<file path="src/rtl/fetch_stage_pkg.sv">
// Shared definitions for the instruction fetch stage: constants, the fetch
// state encoding and the {pc, inst} entry carried through the fetch queues.
package fetch_stage_pkg;

  // PC of the first fetch after reset.
  localparam logic [31:0] RESET_PC = 32'h0000_0000;

  // Codebase NOP (addi x0,x0,0), driven into decode on bubbles.
  localparam logic [31:0] NOP_INST = 32'h0000_0013;

  // Generic enable/disable levels for control inputs.
  localparam logic ENABLE  = 1'b1;
  localparam logic DISABLE = 1'b0;

  // Maximum number of fetches in flight plus buffered instructions.
  localparam logic [2:0] FETCH_CREDITS = 3'd2;

  // Fetch state: RUN issues requests, HALTED waits for a redirect or reset.
  typedef enum logic [0:0] {
    RUN    = 1'b0,
    HALTED = 1'b1
  } fetch_state_e;

  // One queue entry: the PC of an instruction and the instruction word.
  typedef struct packed {
    logic [31:0] pc;
    logic [31:0] inst;
  } fetch_entry_t;

  // Force an address onto a word boundary.
  function automatic logic [31:0] word_align(input logic [31:0] addr);
    return {addr[31:2], 2'b00};
  endfunction

endpackage

</file>
<file path="src/rtl/fetch_stage_queue.sv">
// Two-entry FIFO of {pc, inst}. The head entry is always visible on pop_data;
// a pop on an empty queue and a push on a full queue without a pop are ignored.
// Flush empties the queue and wins over a push in the same cycle.
module fetch_queue
  import fetch_stage_pkg::*;
(
  input  logic         clk,
  input  logic         rstd,
  input  logic         flush,
  input  logic         push,
  input  fetch_entry_t push_data,
  input  logic         pop,
  output fetch_entry_t pop_data,
  output logic [1:0]   count,
  output logic         empty
);

  fetch_entry_t mem_r [2];
  logic         rd_ptr_r;
  logic         wr_ptr_r;
  logic [1:0]   count_r;
  logic         pop_ok_s;
  logic         push_ok_s;

  // Qualify push/pop against occupancy; a full queue accepts a push only alongside a pop.
  always_comb begin
    pop_ok_s  = 1'b0;
    push_ok_s = 1'b0;
    if (pop && (count_r != 2'd0)) begin
      pop_ok_s = 1'b1;
    end else begin
      pop_ok_s = 1'b0;
    end
    if (push && ((count_r != 2'd2) || pop_ok_s)) begin
      push_ok_s = 1'b1;
    end else begin
      push_ok_s = 1'b0;
    end
  end

  // Entry storage, written at the write pointer on an accepted push.
  always_ff @(posedge clk or posedge rstd) begin
    if (rstd) begin
      mem_r[0] <= '0;
      mem_r[1] <= '0;
    end else if (push_ok_s && !flush) begin
      mem_r[wr_ptr_r] <= push_data;
    end
  end

  // Pointers and occupancy; simultaneous push and pop leave the count unchanged.
  always_ff @(posedge clk or posedge rstd) begin
    if (rstd) begin
      rd_ptr_r <= 1'b0;
      wr_ptr_r <= 1'b0;
      count_r  <= 2'd0;
    end else if (flush) begin
      rd_ptr_r <= 1'b0;
      wr_ptr_r <= 1'b0;
      count_r  <= 2'd0;
    end else begin
      if (push_ok_s) begin
        wr_ptr_r <= ~wr_ptr_r;
      end
      if (pop_ok_s) begin
        rd_ptr_r <= ~rd_ptr_r;
      end
      case ({push_ok_s, pop_ok_s})
        2'b10:   count_r <= count_r + 2'd1;
        2'b01:   count_r <= count_r - 2'd1;
        default: count_r <= count_r;
      endcase
    end
  end

  assign pop_data = mem_r[rd_ptr_r];
  assign count    = count_r;
  assign empty    = (count_r == 2'd0);

endmodule

</file>
<file path="src/rtl/fetch_stage.sv">
// Instruction fetch stage. Holds the PC, issues requests to instruction memory
// under a two-credit budget, tags responses with their PC from an in-flight PC
// queue, buffers up to two returned instructions and feeds decode through the
// FD register. A response that arrives while the instruction queue is empty and
// decode is not stalled goes straight into FD, which sustains one instruction
// per cycle with single-cycle memory. Redirects discard old-path responses by
// counting them in drop_cnt.
module fetch_stage
  import fetch_stage_pkg::*;
(
  input  logic        clk,
  input  logic        rstd,
  input  logic        stall,
  input  logic        redirect,
  input  logic [31:0] redirect_pc,
  input  logic        halt,
  output logic        imem_req,
  output logic [31:0] imem_addr,
  input  logic        imem_gnt,
  input  logic        imem_rvalid,
  input  logic [31:0] imem_rdata,
  output logic        FD_valid,
  output logic [31:0] FD_pc,
  output logic [31:0] FD_inst
);

  fetch_state_e state_r;
  fetch_state_e state_next_s;
  logic [31:0]  pc_r;
  logic [31:0]  pc_next_s;
  logic [1:0]   drop_cnt_r;
  logic [1:0]   drop_cnt_next_s;
  logic         fd_valid_r;
  logic         fd_valid_next_s;
  logic [31:0]  fd_pc_r;
  logic [31:0]  fd_pc_next_s;
  logic [31:0]  fd_inst_r;
  logic [31:0]  fd_inst_next_s;

  logic [1:0]   outstanding_s;
  logic [1:0]   outstanding_after_s;
  logic [2:0]   credits_used_s;
  logic         pcq_empty_s;
  fetch_entry_t pcq_push_entry_s;
  fetch_entry_t pcq_head_s;
  logic [1:0]   iq_count_s;
  logic         iq_empty_s;
  fetch_entry_t iq_head_s;
  fetch_entry_t rsp_entry_s;

  logic         req_s;
  logic         grant_s;
  logic         rsp_ok_s;
  logic         rsp_keep_s;
  logic         fd_load_s;
  logic         bypass_s;
  logic         iq_push_s;
  logic         iq_pop_s;

  // Request/response qualification and routing between queue, FD and bypass.
  always_comb begin
    credits_used_s = {1'b0, outstanding_s} + {1'b0, iq_count_s};
    if (!rstd && (state_r == RUN) && (credits_used_s < FETCH_CREDITS)) begin
      req_s = 1'b1;
    end else begin
      req_s = 1'b0;
    end
    grant_s    = req_s && imem_gnt;
    rsp_ok_s   = imem_rvalid && !pcq_empty_s;
    // Responses owed to an abandoned path, or arriving alongside a redirect, are discarded.
    rsp_keep_s = rsp_ok_s && (drop_cnt_r == 2'd0) && !redirect;
    fd_load_s  = !redirect && !stall;
    iq_pop_s   = fd_load_s && !iq_empty_s;
    bypass_s   = fd_load_s && iq_empty_s && rsp_keep_s;
    iq_push_s  = rsp_keep_s && !bypass_s;

    pcq_push_entry_s.pc   = word_align(pc_r);
    pcq_push_entry_s.inst = NOP_INST;
    rsp_entry_s           = pcq_head_s;
    rsp_entry_s.inst      = imem_rdata;

    outstanding_after_s = outstanding_s + {1'b0, grant_s} - {1'b0, rsp_ok_s};
  end

  // Next-state logic: halt parks the fetcher, a redirect always resumes it.
  always_comb begin
    state_next_s = state_r;
    case (state_r)
      RUN: begin
        if (redirect) begin
          state_next_s = RUN;
        end else if (halt) begin
          state_next_s = HALTED;
        end else begin
          state_next_s = RUN;
        end
      end
      HALTED: begin
        if (redirect) begin
          state_next_s = RUN;
        end else begin
          state_next_s = HALTED;
        end
      end
      default: state_next_s = RUN;
    endcase
  end

  // Next PC and drop count: a redirect owes every request still in flight after this cycle.
  always_comb begin
    pc_next_s       = pc_r;
    drop_cnt_next_s = drop_cnt_r;
    if (redirect) begin
      pc_next_s = word_align(redirect_pc);
    end else if (grant_s) begin
      pc_next_s = pc_r + 32'd4;
    end else begin
      pc_next_s = pc_r;
    end
    if (redirect) begin
      drop_cnt_next_s = outstanding_after_s;
    end else if (rsp_ok_s && (drop_cnt_r != 2'd0)) begin
      drop_cnt_next_s = drop_cnt_r - 2'd1;
    end else begin
      drop_cnt_next_s = drop_cnt_r;
    end
  end

  // Next FD contents: redirect forces a bubble, stall holds, else queue head, bypass or bubble.
  always_comb begin
    fd_valid_next_s = fd_valid_r;
    fd_pc_next_s    = fd_pc_r;
    fd_inst_next_s  = fd_inst_r;
    if (redirect) begin
      fd_valid_next_s = 1'b0;
      fd_pc_next_s    = 32'h0000_0000;
      fd_inst_next_s  = NOP_INST;
    end else if (stall) begin
      fd_valid_next_s = fd_valid_r;
      fd_pc_next_s    = fd_pc_r;
      fd_inst_next_s  = fd_inst_r;
    end else if (!iq_empty_s) begin
      fd_valid_next_s = 1'b1;
      fd_pc_next_s    = iq_head_s.pc;
      fd_inst_next_s  = iq_head_s.inst;
    end else if (bypass_s) begin
      fd_valid_next_s = 1'b1;
      fd_pc_next_s    = rsp_entry_s.pc;
      fd_inst_next_s  = rsp_entry_s.inst;
    end else begin
      fd_valid_next_s = 1'b0;
      fd_pc_next_s    = 32'h0000_0000;
      fd_inst_next_s  = NOP_INST;
    end
  end

  // Fetch state, PC and drop counter registers.
  always_ff @(posedge clk or posedge rstd) begin
    if (rstd) begin
      state_r    <= RUN;
      pc_r       <= RESET_PC;
      drop_cnt_r <= 2'd0;
    end else begin
      state_r    <= state_next_s;
      pc_r       <= pc_next_s;
      drop_cnt_r <= drop_cnt_next_s;
    end
  end

  // FD pipeline register presented to decode.
  always_ff @(posedge clk or posedge rstd) begin
    if (rstd) begin
      fd_valid_r <= 1'b0;
      fd_pc_r    <= 32'h0000_0000;
      fd_inst_r  <= NOP_INST;
    end else begin
      fd_valid_r <= fd_valid_next_s;
      fd_pc_r    <= fd_pc_next_s;
      fd_inst_r  <= fd_inst_next_s;
    end
  end

  // In-flight PC queue: one entry per granted request, retired by each response.
  fetch_queue u_pc_queue (
    .clk       (clk),
    .rstd      (rstd),
    .flush     (DISABLE),
    .push      (grant_s),
    .push_data (pcq_push_entry_s),
    .pop       (rsp_ok_s),
    .pop_data  (pcq_head_s),
    .count     (outstanding_s),
    .empty     (pcq_empty_s)
  );

  // Instruction queue holding returned words that decode could not take yet.
  fetch_queue u_inst_queue (
    .clk       (clk),
    .rstd      (rstd),
    .flush     (redirect),
    .push      (iq_push_s),
    .push_data (rsp_entry_s),
    .pop       (iq_pop_s),
    .pop_data  (iq_head_s),
    .count     (iq_count_s),
    .empty     (iq_empty_s)
  );

  assign imem_req  = req_s;
  assign imem_addr = word_align(pc_r);
  assign FD_valid  = fd_valid_r;
  assign FD_pc     = fd_pc_r;
  assign FD_inst   = fd_inst_r;

endmodule
</file>
<file path="config.mk">
export PLATFORM = sky130hd
export DESIGN_NAME = fetch_stage
export DESIGN_NICKNAME = d
export VERILOG_FILES = /design/src/rtl/fetch_stage_pkg.sv /design/src/rtl/fetch_stage_queue.sv /design/src/rtl/fetch_stage.sv
export SDC_FILE = /design/constraint.sdc
export NUM_CORES = 1
export LEC_CHECK = 0
export CAP_MARGIN = 20
export CORE_AREA = 2 2 154 156
export CTS_CLUSTER_DIAMETER = 60
export DETAILED_ROUTE_END_ITERATION = 6
export DIE_AREA = 0 0 156 158
export GPL_TIMING_DRIVEN = 0
export PLACE_DENSITY = 0.83
export SETUP_SLACK_MARGIN = 0.5
export SLEW_MARGIN = 20
export SYNTH_ARGS = -nofsm -noshare
export SYNTH_HDL_FRONTEND = slang
export SYNTH_SLANG_ARGS = --single-unit
</file>
<file path="constraint.sdc">
create_clock -name clk -period 11.65 [get_ports clk]
set_input_delay 2.33 -clock clk [delete_from_list [all_inputs] [get_ports clk]]
set_output_delay 2.33 -clock clk [all_outputs]
set_load 0.01 [all_outputs]
</file>
==> flow_summary.yaml, run 1 <==
timing:
  max_freq_mhz: 154
  hold_viol: 0
  tightest_slew_ns: 0.912
  timing.final.crit_period_ns: 6.51
  grt_setup_unrepaired: "false"
  fin_worst_skew_ns: 0.00896
  hold-worst-slack_ns: 0.486
  final_max_slew_viol_count: 0
  max-slew-margin-rel: 0.392
  fin_ws_ns: 5.14
  layout_worst_path_cycle_share: 0.559
  finalSetupViolations: 0
route:
  drt.antenna.violating_nets: 0
  vias: 9122
  drtPass1Iterations: 6
  drc_errors: 0
  drt_iter0_drc: 492
  routed_wirelength_mm: 30.2
  wire_per_inst_um: 19.5
  viasPerCell: 5.89
clock_network:
  clk_pin_slew_ns: 0.06
  cts_inserted_buffers: 29
  h_tree_lvls: 1
  post-cts-setup-buffers: 0
  longest_clk_path_bufs: 3
  worstSkewPairLatency_ns: 0.53
  tritoncts: "yes"
  ctsResizeCount: 0
  count_of_hold_buffers_inserted_by_post_cts_repair: 0
  clock-sinks: 288
  clock_root_buffer: "clkbuf_16"
logic_synthesis:
  postSynth.asyncResetShare: 1.00
  library_cell_with_the_highest_instance_count_after_synthesis: "dfrtp_1"
  yosysWarnings: 0
  synth_commonest_cells: "dfrtp_1, mux2_2, nand2_1, mux2i_1, nor2_1"
  post_synth_instance_area_um2: 12500
  syn_area_per_cell_um2: 12.0
  count_of_flip_flops_with_a_built_in_enable_after_synthesis: 0
  yosysTopAreaCell: "dfrtp_1"
  synth_seq_cells: 288
  synth-seq-area-share: 0.575
  syn_inst: 1041
  dominant_cells_by_area_after_synthesis: "dfrtp_1, mux2_2, mux2i_1"
  synth_cell_type_count: 49
  post-synth-top-area-fraction: 0.569
  postSynth.topFlopCell: "dfrtp_1"
floorplanning:
  core_area_um2: 23100
  placementRows: 56
  fp.dieH_um: 158
  chipWidth_um: 156
  initial_utilization: 0.544
  die-area_um2: 24600
  top_level_ports: 169
final_layout:
  final_core_util: 0.674
  diodes: 0
  layout.filler_cells: 1684
  final_nets: 1317
  area_growth_syn_to_layout_pct: 24.0
  drive_above_1_share: 0.156
min_path:
  hold_path.class: "flip-flop to flip-flop"
critical_path:
  crit_path_frequent_cell: "clkdlybuf4s50_1"
  path_delay_family: "buffers and inverters"
  setup.worst_path.end_class: "primary output"
  cp_slowest_stage_delay_ns: 0.59
  crit_buf_inv: 4
  cp.required_ns: 9.32
  critical_path_class: "input port to primary output"
  arrival_ns: 4.18
  worstSetupStartpointType: "input port"
  critPathSlowestCell: "or4_4"
  crit_path_max_fanout: 6
  timing.critical_path.cells: "clkdlybuf4s50_1, or4_4, buf_6, inv_1, clkdlybuf4s50_1"
grt:
  grt_max_degree: 89
  grt_overflow: 0
  antenna_found_initial: 0
  grt_usage: 0.249
  via_count_of_the_first_global_routing_pass: 9426
  grt_pass1_wl_mm: 48.8
placed_design:
  port-buffer-count: 162
  dp.final_hpwl_mm: 20.8
  detailedPlace.worstSlack_ns: 5.15
  place.gp.congestion: 0.891
pwr:
  powerDensity_nw_per_um2: 201
  max-vdd-ir-drop_mv: 0.103
  power.leakage_nw: 6.77
job:
  cap_violations: 0
status:
  status: "complete, no violations"
[where the power goes]
part / leakage (nW) / switching, W / internal [W]
Sequential: 3.74 / 0.000165 / 0.00128
Clock: 0.460 / 0.000373 / 0.000519
Combinational: 2.58 / 0.000389 / 0.000394
[per-stage QoR]
stage | TNS [ns] | instances | area [um^2] | power (W)
floorplan | 0 | 1044 | 12500 | 0.00196
global placement | -507.07 | 1496 | 14500 | 0.00217
detailed placement | 0 | 1499 | 14600 | 0.00223
CTS | 0 | 1550 | 15500 | 0.00313
global route | 0 | 1550 | 15500 | 0.00328
finish | 0 | 1550 | 15500 | 0.00312
[flip-flops by register name, summed over array words and instances (netlist names)]
signal / cells
drop_cnt_r: 2
u_inst_queue.mem_r: 124
FD_valid: 1
pc_r: 30
u_pc_queue.mem_r: 60
u_inst_queue.count: 2
u_inst_queue.wr_ptr_r: 1
FD_inst: 32
u_pc_queue.count: 2
state_r: 1
u_pc_queue.wr_ptr_r: 1
FD_pc: 30
u_pc_queue.rd_ptr_r: 1
u_inst_queue.rd_ptr_r: 1
[worst paths after layout]
path | startpoint | endpoint | slack (ns) | cells after the start
setup / recovery | rstd | imem_req | 5.14 | 5
hold / removal | u_inst_queue.mem_r[34]$_DFFE_PP0P_ | u_inst_queue.mem_r[34]$_DFFE_PP0P_ | 0.49 | 2
setup reg to reg | u_pc_queue.count[0]$_DFFE_PP0P_ | pc_r[29]$_DFFE_PP0P_ | 8.23 | 10
hold reg to reg | u_inst_queue.mem_r[34]$_DFFE_PP0P_ | u_inst_queue.mem_r[34]$_DFFE_PP0P_ | 0.49 | 2
max in group asynchronous | rstd | FD_inst[1]$_DFFE_PP1P_ | 8.25 | 4
min in group asynchronous | rstd | u_inst_queue.count[1]$_DFFE_PP0P_ | 2.24 | 2
[layout make-up]
cell class                 count  area, um^2  share of cell area
buffer                        74         329              0.0212
clock buffer                  45         886              0.0570
clock inverter                 6        37.5             0.00242
inverter                      12        52.6             0.00338
multi-input combinational    670        4960               0.319
sequential                   288        7210               0.464
tap                          290         363              0.0233
timing repair buffer         165        1700               0.110
[metal layers]
metal,vias to the layer above,global-route usage,wire length [um]
met3,66,0.0411,1940
met4,0,0.0791,778
met5,-,0,0
li1,4106,-,-
met1,4596,0.331,12800
met2,354,0.423,14700
[placed cells by master (no fill, tap or decap), types with 3 or more instances in the layout]
cell type	synthesis	routed
inv_1	11	10
clkinv_2	0	4
dfstp_2	3	3
o221ai_1	30	30
xor2_1	23	23
nand2_1	102	102
clkbuf_8	0	10
a21oi_1	34	34
nor3_1	5	5
nand3_1	11	11
o21ai_0	59	59
mux2i_1	92	92
clkdlybuf4s50_1	0	162
ha_1	5	5
buf_16	0	3
buf_4	8	8
xnor2_1	17	17
a221o_1	29	29
nor2_1	74	74
conb_1	1	4
mux2_1	7	7
buf_2	11	11
and2_1	4	4
mux2_2	120	120
and3_1	6	6
o21ai_1	8	8
clkbuf_1	49	55
clkbuf_16	0	29
dfrtp_1	285	285
nand4_1	14	14
buf_1	5	5
[tightest hold or removal path: cells and delay by family (launching register included)]
kind	cells	cell delay, ns
flip-flops	1	0.34
AO/OA/AOI/OAI	1	0.06
AND/OR/NAND/NOR	1	0.05
[cell families (layout without fill, tap and decap cells)]
group	count (synthesis)	count (layout)	synth area share
compound gates	172	172	0.0924
mux	219	219	0.188
xor+xnor	40	40	0.0280
simple gates	229	229	0.0799
fa+ha+maj	6	6	0.00659
other cells	1	4	0.000299
flops	288	288	0.575
buf+inv	86	302	0.0299
Power figures use the tool's default switching activity.
==> run 2, diff against run 1 <==
--- a/config.mk
+++ b/config.mk
@@ -6,12 +6,12 @@
 export NUM_CORES = 1
 export LEC_CHECK = 0
 export CAP_MARGIN = 20
-export CORE_AREA = 2 2 154 156
+export CORE_AREA = 2 2 162 164
 export CTS_CLUSTER_DIAMETER = 60
 export DETAILED_ROUTE_END_ITERATION = 6
-export DIE_AREA = 0 0 156 158
+export DIE_AREA = 0 0 164 166
 export GPL_TIMING_DRIVEN = 0
-export PLACE_DENSITY = 0.83
+export PLACE_DENSITY = 0.8
 export SETUP_SLACK_MARGIN = 0.5
 export SLEW_MARGIN = 20
 export SYNTH_ARGS = -nofsm -noshare
==> constraint.sdc (replaced) <==
create_clock -name clk -period 5.4 [get_ports clk]
set_input_delay 1.08 -clock clk [delete_from_list [all_inputs] [get_ports clk]]
set_output_delay 1.08 -clock clk [all_outputs]
set_load 0.01 [all_outputs]
==> run 2 against run 1 <==
Net effect:
- clock skew increased by 0.0055 ns
- hold slack got worse by 0.0064 ns
- largest power group unchanged
- worst setup slack got worse by 3.9 ns
- sequential share of layout area decreased by 0.54 points
- largest cell class unchanged
- global-route usage decreased by 2.7 points
- routed wire length decreased by 0.94%
- power increased by 120%
- final cell count increased by 3.2%
- register-to-register slack got worse by 6.3 ns
==> flow_summary.yaml, run 2 (synthesis results as in run 1) <==
placed_design:
  place.gp.congestion: 0.842
  dp.final_hpwl_mm: 21.6
  detailedPlace.worstSlack_ns: 1.43
  port-buffer-count: 162
route:
  vias: 8952
  routed_wirelength_mm: 29.9
  drt.antenna.violating_nets: 0
  wire_per_inst_um: 18.7
  viasPerCell: 5.60
  drtPass1Iterations: 5
  drt_iter0_drc: 553
  drc_errors: 0
pwr:
  powerDensity_nw_per_um2: 428
  power.leakage_nw: 6.83
  max-vdd-ir-drop_mv: 0.239
clock_network:
  ctsResizeCount: 0
  post-cts-setup-buffers: 0
  tritoncts: "yes"
  count_of_hold_buffers_inserted_by_post_cts_repair: 0
  worstSkewPairLatency_ns: 0.55
  h_tree_lvls: 1
  clock_root_buffer: "clkbuf_16"
  cts_inserted_buffers: 29
  longest_clk_path_bufs: 3
  clock-sinks: 288
  clk_pin_slew_ns: 0.06
floorplanning:
  placementRows: 59
  die-area_um2: 27200
  initial_utilization: 0.489
  top_level_ports: 169
  fp.dieH_um: 166
  chipWidth_um: 164
  core_area_um2: 25600
final_layout:
  layout.filler_cells: 1985
  diodes: 0
  final_nets: 1324
  most_common_library_cell_in_the_layout_ignoring_fill_and_taps: "dfrtp_1"
  drive_above_1_share: 0.157
  mostFrequentLayoutCells: "dfrtp_1, clkdlybuf4s50_1, mux2_2, nand2_1, mux2i_1"
  area_growth_syn_to_layout_pct: 25.5
  largest-register: "u_inst_queue.mem_r"
  largest_register_ffs: 124
grt:
  use_met2: 0.374
  grt_busiest_layer: "met2"
  grt_overflow: 0
  grt_max_degree: 37
  antenna_found_initial: 0
  globalRouteMet1Util: 0.302
  grt_usage: 0.222
  grt_pass1_wl_mm: 48.4
  global_route.usage.met3: 0.0360
  via_count_of_the_first_global_routing_pass: 9226
critical_path:
  cp.required_ns: 4.32
  crit_path_frequent_cell: "inv_1"
  reg2reg_depth: 10
  crit_reg_reg_endpoint: "pc_r[29]$_DFFE_PP0P_"
  critPathSlowestCell: "or4_4"
  worstSetupStartpointType: "flip-flop"
  worst_r2r_startpoint: "u_pc_queue.count[0]$_DFFE_PP0P_"
  worstSetupStartpoint: "u_pc_queue.count[0]$_DFFE_PP0P_"
  setup.worst_path.end_class: "primary output"
  crit_path_max_fanout: 6
  arrival_ns: 3.12
  critical_path_class: "flip-flop to primary output"
  timing.critical_path.cells: "clkbuf_1, inv_1, nor2_1, fa_1, or4_4, buf_6, inv_1, clkdlybuf4s50_1"
  timing.reg2reg.setup_slack_ns: 1.98
  cp_slowest_stage_delay_ns: 0.53
status:
  status: "complete, no violations"
timing:
  fin_worst_skew_ns: 0.0145
  grt_setup_unrepaired: "false"
  max_freq_mhz: 238
  tns_ns: 0
  final_max_slew_viol_count: 0
  hold_viol: 0
  max-slew-margin-rel: 0.417
  timing.final.crit_period_ns: 4.20
  fin_ws_ns: 1.20
  layout_worst_path_cycle_share: 0.778
  finalSetupViolations: 0
  tightest_slew_ns: 0.863
min_path:
  holdPathStages: 2
  hold_path_end: "u_inst_queue.mem_r[35]$_DFFE_PP0P_"
  hold_path.class: "flip-flop to flip-flop"
  hp-start: "u_inst_queue.mem_r[35]$_DFFE_PP0P_"
job:
  cap_violations: 0
## run 2: routing by layer
| layer | share of wire | vias to the layer above |
|---|---|---|
| li1 | - | 4113 |
| met1 | 0.44 | 4497 |
| met2 | 0.48 | 293 |
| met3 | 0.058 | 49 |
| met4 | 0.021 | 0 |
| met5 | 0 | - |
## run 2: metrics by stage
stage                     utilization  power, W  hold WS, ns  cells  cell area, um^2
after global placement          0.569   0.00469        0.458   1541            14600
final                           0.614   0.00673        0.480   1600            15700
after CTS                       0.614   0.00677        0.484   1600            15700
after global routing            0.614   0.00709        0.491   1600            15700
after detailed placement        0.578   0.00482        0.470   1551            14800
after floorplan                     -   0.00423        0.450   1044            12500
## run 2: area by class of cell
| class | count | area, um^2 | share of cell area |
|---|---|---|---|
| buffer | 74 | 329 | 0.0209 |
| sequential | 288 | 7210 | 0.459 |
| multi-input combinational | 670 | 4960 | 0.315 |
| timing repair buffer | 172 | 1840 | 0.117 |
| clock buffer | 42 | 825 | 0.0524 |
| inverter | 12 | 48.8 | 0.00310 |
| tap | 335 | 419 | 0.0267 |
| clock inverter | 7 | 88.8 | 0.00565 |
## run 2: worst max-delay path by stage
stage,slack [ns],cells past startpoint,endpoint
2_1_floorplan,0.50,1,FD_inst[10]$_DFFE_PP0P_
3_3_place_gp,-1.35,2,pc_r[20]$_DFFE_PP0P_
3_5_place_dp,1.43,5,imem_req
4_1_cts,1.20,8,imem_req
5_1_grt,1.10,8,imem_req
6_report,1.20,8,imem_req
## run 2: report_power, final
part           switching [W]  leakage, nW  internal [W]
Combinational       0.000830         2.64      0.000859
Sequential          0.000350         3.74       0.00276
Clock               0.000788        0.451       0.00114
Total                0.00197         6.83       0.00476
## run 2: critical path, delay by kind of cell, from the launching register on
family | cells | cell delay, ns
simple gates | 2 | 0.67
flops | 1 | 0.32
fa+ha+maj | 1 | 0.43
buf+inv | 5 | 1.15
==> run 3, diff against run 2 <==
--- a/config.mk
+++ b/config.mk
@@ -6,12 +6,12 @@
 export NUM_CORES = 1
 export LEC_CHECK = 0
 export CAP_MARGIN = 20
-export CORE_AREA = 2 2 162 164
+export CORE_AREA = 2 2 154 156
 export CTS_CLUSTER_DIAMETER = 60
 export DETAILED_ROUTE_END_ITERATION = 6
-export DIE_AREA = 0 0 164 166
+export DIE_AREA = 0 0 156 158
 export GPL_TIMING_DRIVEN = 0
-export PLACE_DENSITY = 0.8
+export PLACE_DENSITY = 0.83
 export SETUP_SLACK_MARGIN = 0.5
 export SLEW_MARGIN = 20
 export SYNTH_ARGS = -nofsm -noshare
==> constraint.sdc (replaced) <==
create_clock -name clk -period 3.88 [get_ports clk]
set_input_delay 0.776 -clock clk [delete_from_list [all_inputs] [get_ports clk]]
set_output_delay 0.776 -clock clk [all_outputs]
set_load 0.01 [all_outputs]
==> run 3 against run 2 <==
Net effect:
- clock-buffer cell count unchanged
- non-clock buffer count down 2
- critical endpoint unchanged
- register-to-register slack lost 1.2 ns
- sequential share of layout area decreased by 0.17 points
- clock skew is 0.0014 ns lower
- die area down 9.5%
- critical path depth unchanged
- routed wire length up 1.1%
- combinational power rose by 40%
- clock power increased by 61%
- first-iteration DRC count grew 7.1%
==> flow_summary.yaml, run 3 (synthesis results as in run 1) <==
status:
  status: "complete, no violations"
placed_design:
  port-buffer-count: 162
  place.gp.congestion: 0.888
  dp.final_hpwl_mm: 21.1
route:
  wire_per_inst_um: 19.4
  vias: 8995
  drtPass1Iterations: 5
  viasPerCell: 5.78
  drc_errors: 0
  drt.antenna.violating_nets: 0
  drt_iter0_drc: 592
  routed_wirelength_mm: 30.3
timing:
  hold_viol: 0
  final_max_slew_viol_count: 0
  grt_setup_unrepaired: "false"
  tightest_slew_ns: 0.872
  tns_ns: 0
  layout_worst_path_cycle_share: 0.842
  timing.final.crit_period_ns: 3.27
  max_freq_mhz: 306
  max-slew-margin-rel: 0.410
  finalSetupViolations: 0
  fin_worst_skew_ns: 0.0131
critical_path:
  worstSetupStartpoint: "u_pc_queue.count[0]$_DFFE_PP0P_"
  path_delay_family: "buffers and inverters"
  worst_r2r_startpoint: "u_pc_queue.count[0]$_DFFE_PP0P_"
  critPathSlowestCell: "or4_4"
  timing.critical_path.cells: "buf_4, inv_4, nor2_1, fa_1, or4_4, buf_6, inv_1, clkdlybuf4s15_2"
  cp_slowest_stage_delay_ns: 0.46
  arrival_ns: 2.49
  crit_path_max_fanout: 6
  timing.reg2reg.setup_slack_ns: 0.76
  crit_buf_inv: 5
  critical_path_class: "flip-flop to primary output"
  setup.worst_path.end_class: "primary output"
  worstSetupStartpointType: "flip-flop"
  cp.required_ns: 3.10
clock_network:
  post-cts-setup-buffers: 0
  longest_clk_path_bufs: 3
  count_of_hold_buffers_inserted_by_post_cts_repair: 0
  clk_pin_slew_ns: 0.06
  cts_inserted_buffers: 29
  h_tree_lvls: 1
  tritoncts: "yes"
  clock-sinks: 288
  clock_root_buffer: "clkbuf_16"
  worstSkewPairLatency_ns: 0.53
final_layout:
  mostFrequentLayoutCells: "dfrtp_1, clkdlybuf4s50_1, mux2_2, nand2_1, mux2i_1"
  diodes: 0
  area_growth_syn_to_layout_pct: 26.0
  area.sequential_um2: 7210
  final_nets: 1322
  most_common_library_cell_in_the_layout_ignoring_fill_and_taps: "dfrtp_1"
  combined_area_of_the_multi_input_logic_cells_um2: 4960
  largest-register: "u_inst_queue.mem_r"
  final_core_util: 0.685
  largest_register_ffs: 124
  layout.filler_cells: 1642
  drive_above_1_share: 0.164
grt:
  grt_pass1_wl_mm: 48.5
  antenna_found_initial: 0
  via_count_of_the_first_global_routing_pass: 9262
  grt_max_degree: 37
  grt_overflow: 0
  grt_usage: 0.247
min_path:
  hold_path.class: "flip-flop to flip-flop"
  hp-start: "u_inst_queue.mem_r[58]$_DFFE_PP0P_"
floorplanning:
  placementRows: 56
  initial_utilization: 0.544
  core_area_um2: 23100
  fp.dieH_um: 158
  top_level_ports: 169
  chipWidth_um: 156
  die-area_um2: 24600
pwr:
  power.leakage_nw: 6.88
  max-vdd-ir-drop_mv: 0.347
  powerDensity_nw_per_um2: 622
job:
  cap_violations: 0
==> run 3: layout make-up <==
class,count,share of cell area
Clock buffer,42,0.0541
Timing Repair Buffer,170,0.113
Tap cell,290,0.0230
Sequential cell,288,0.457
Inverter,12,0.00325
Buffer,74,0.0211
Multi-Input combinational cell,670,0.314
Clock inverter,10,0.0145
==> run 3: final timing paths <==
kind	to	depth (start not counted)
worst max-delay path	imem_req	8
worst min-delay path	u_inst_queue.mem_r[58]$_DFFE_PP0P_	2
worst max register to register	pc_r[29]$_DFFE_PP0P_	10
worst min register to register	u_inst_queue.mem_r[58]$_DFFE_PP0P_	2
max in group asynchronous	u_inst_queue.mem_r[71]$_DFFE_PP0P_	5
min in group asynchronous	state_r$_DFF_PP0_	2
==> run 3: tightest hold or removal path: stages (launching register included) <==
cell     delay (ns)
dfrtp_1        0.34
nand2_1        0.04
o21ai_0        0.06
==> run 3: power by group <==
group          total, W  switching, W  internal (W)  leakage, nW
Sequential      0.00434      0.000501       0.00384         3.73
Combinational   0.00237       0.00117       0.00120         2.61
Clock           0.00311       0.00113       0.00199        0.532
==> run 3: through the flow <==
step	cell area, um^2	cells	worst slack, ns	total power, W	hold WS, ns
after global routing	15800	1556	0.511	0.0103	0.504
final	15800	1556	0.613	0.00982	0.481
after CTS	15800	1556	0.503	0.00986	0.484
after floorplan	12500	1044	-0.713	0.00588	0.450
after detailed placement	14700	1504	0.412	0.00670	0.470
after global placement	14500	1496	-2.49	0.00652	0.461
==> run 3: metal layers <==
metal	vias to the layer above	part of all wire	track usage
li1	4121	-	-
met1	4478	0.42	0.326
met2	357	0.49	0.435
met3	39	0.064	0.0339
met4	0	0.017	0.0616
met5	-	0	0
==> run 3: what timing repair did <==
| action | in CTS | in global routing |
|---|---|---|
| resized for setup | 6 | 3 |
| gates cloned | 0 | 0 |
| pin swaps | 0 | 1 |
| endpoints found under the setup margin | 2 | 1 |
| endpoints found under the hold margin | 0 | 0 |
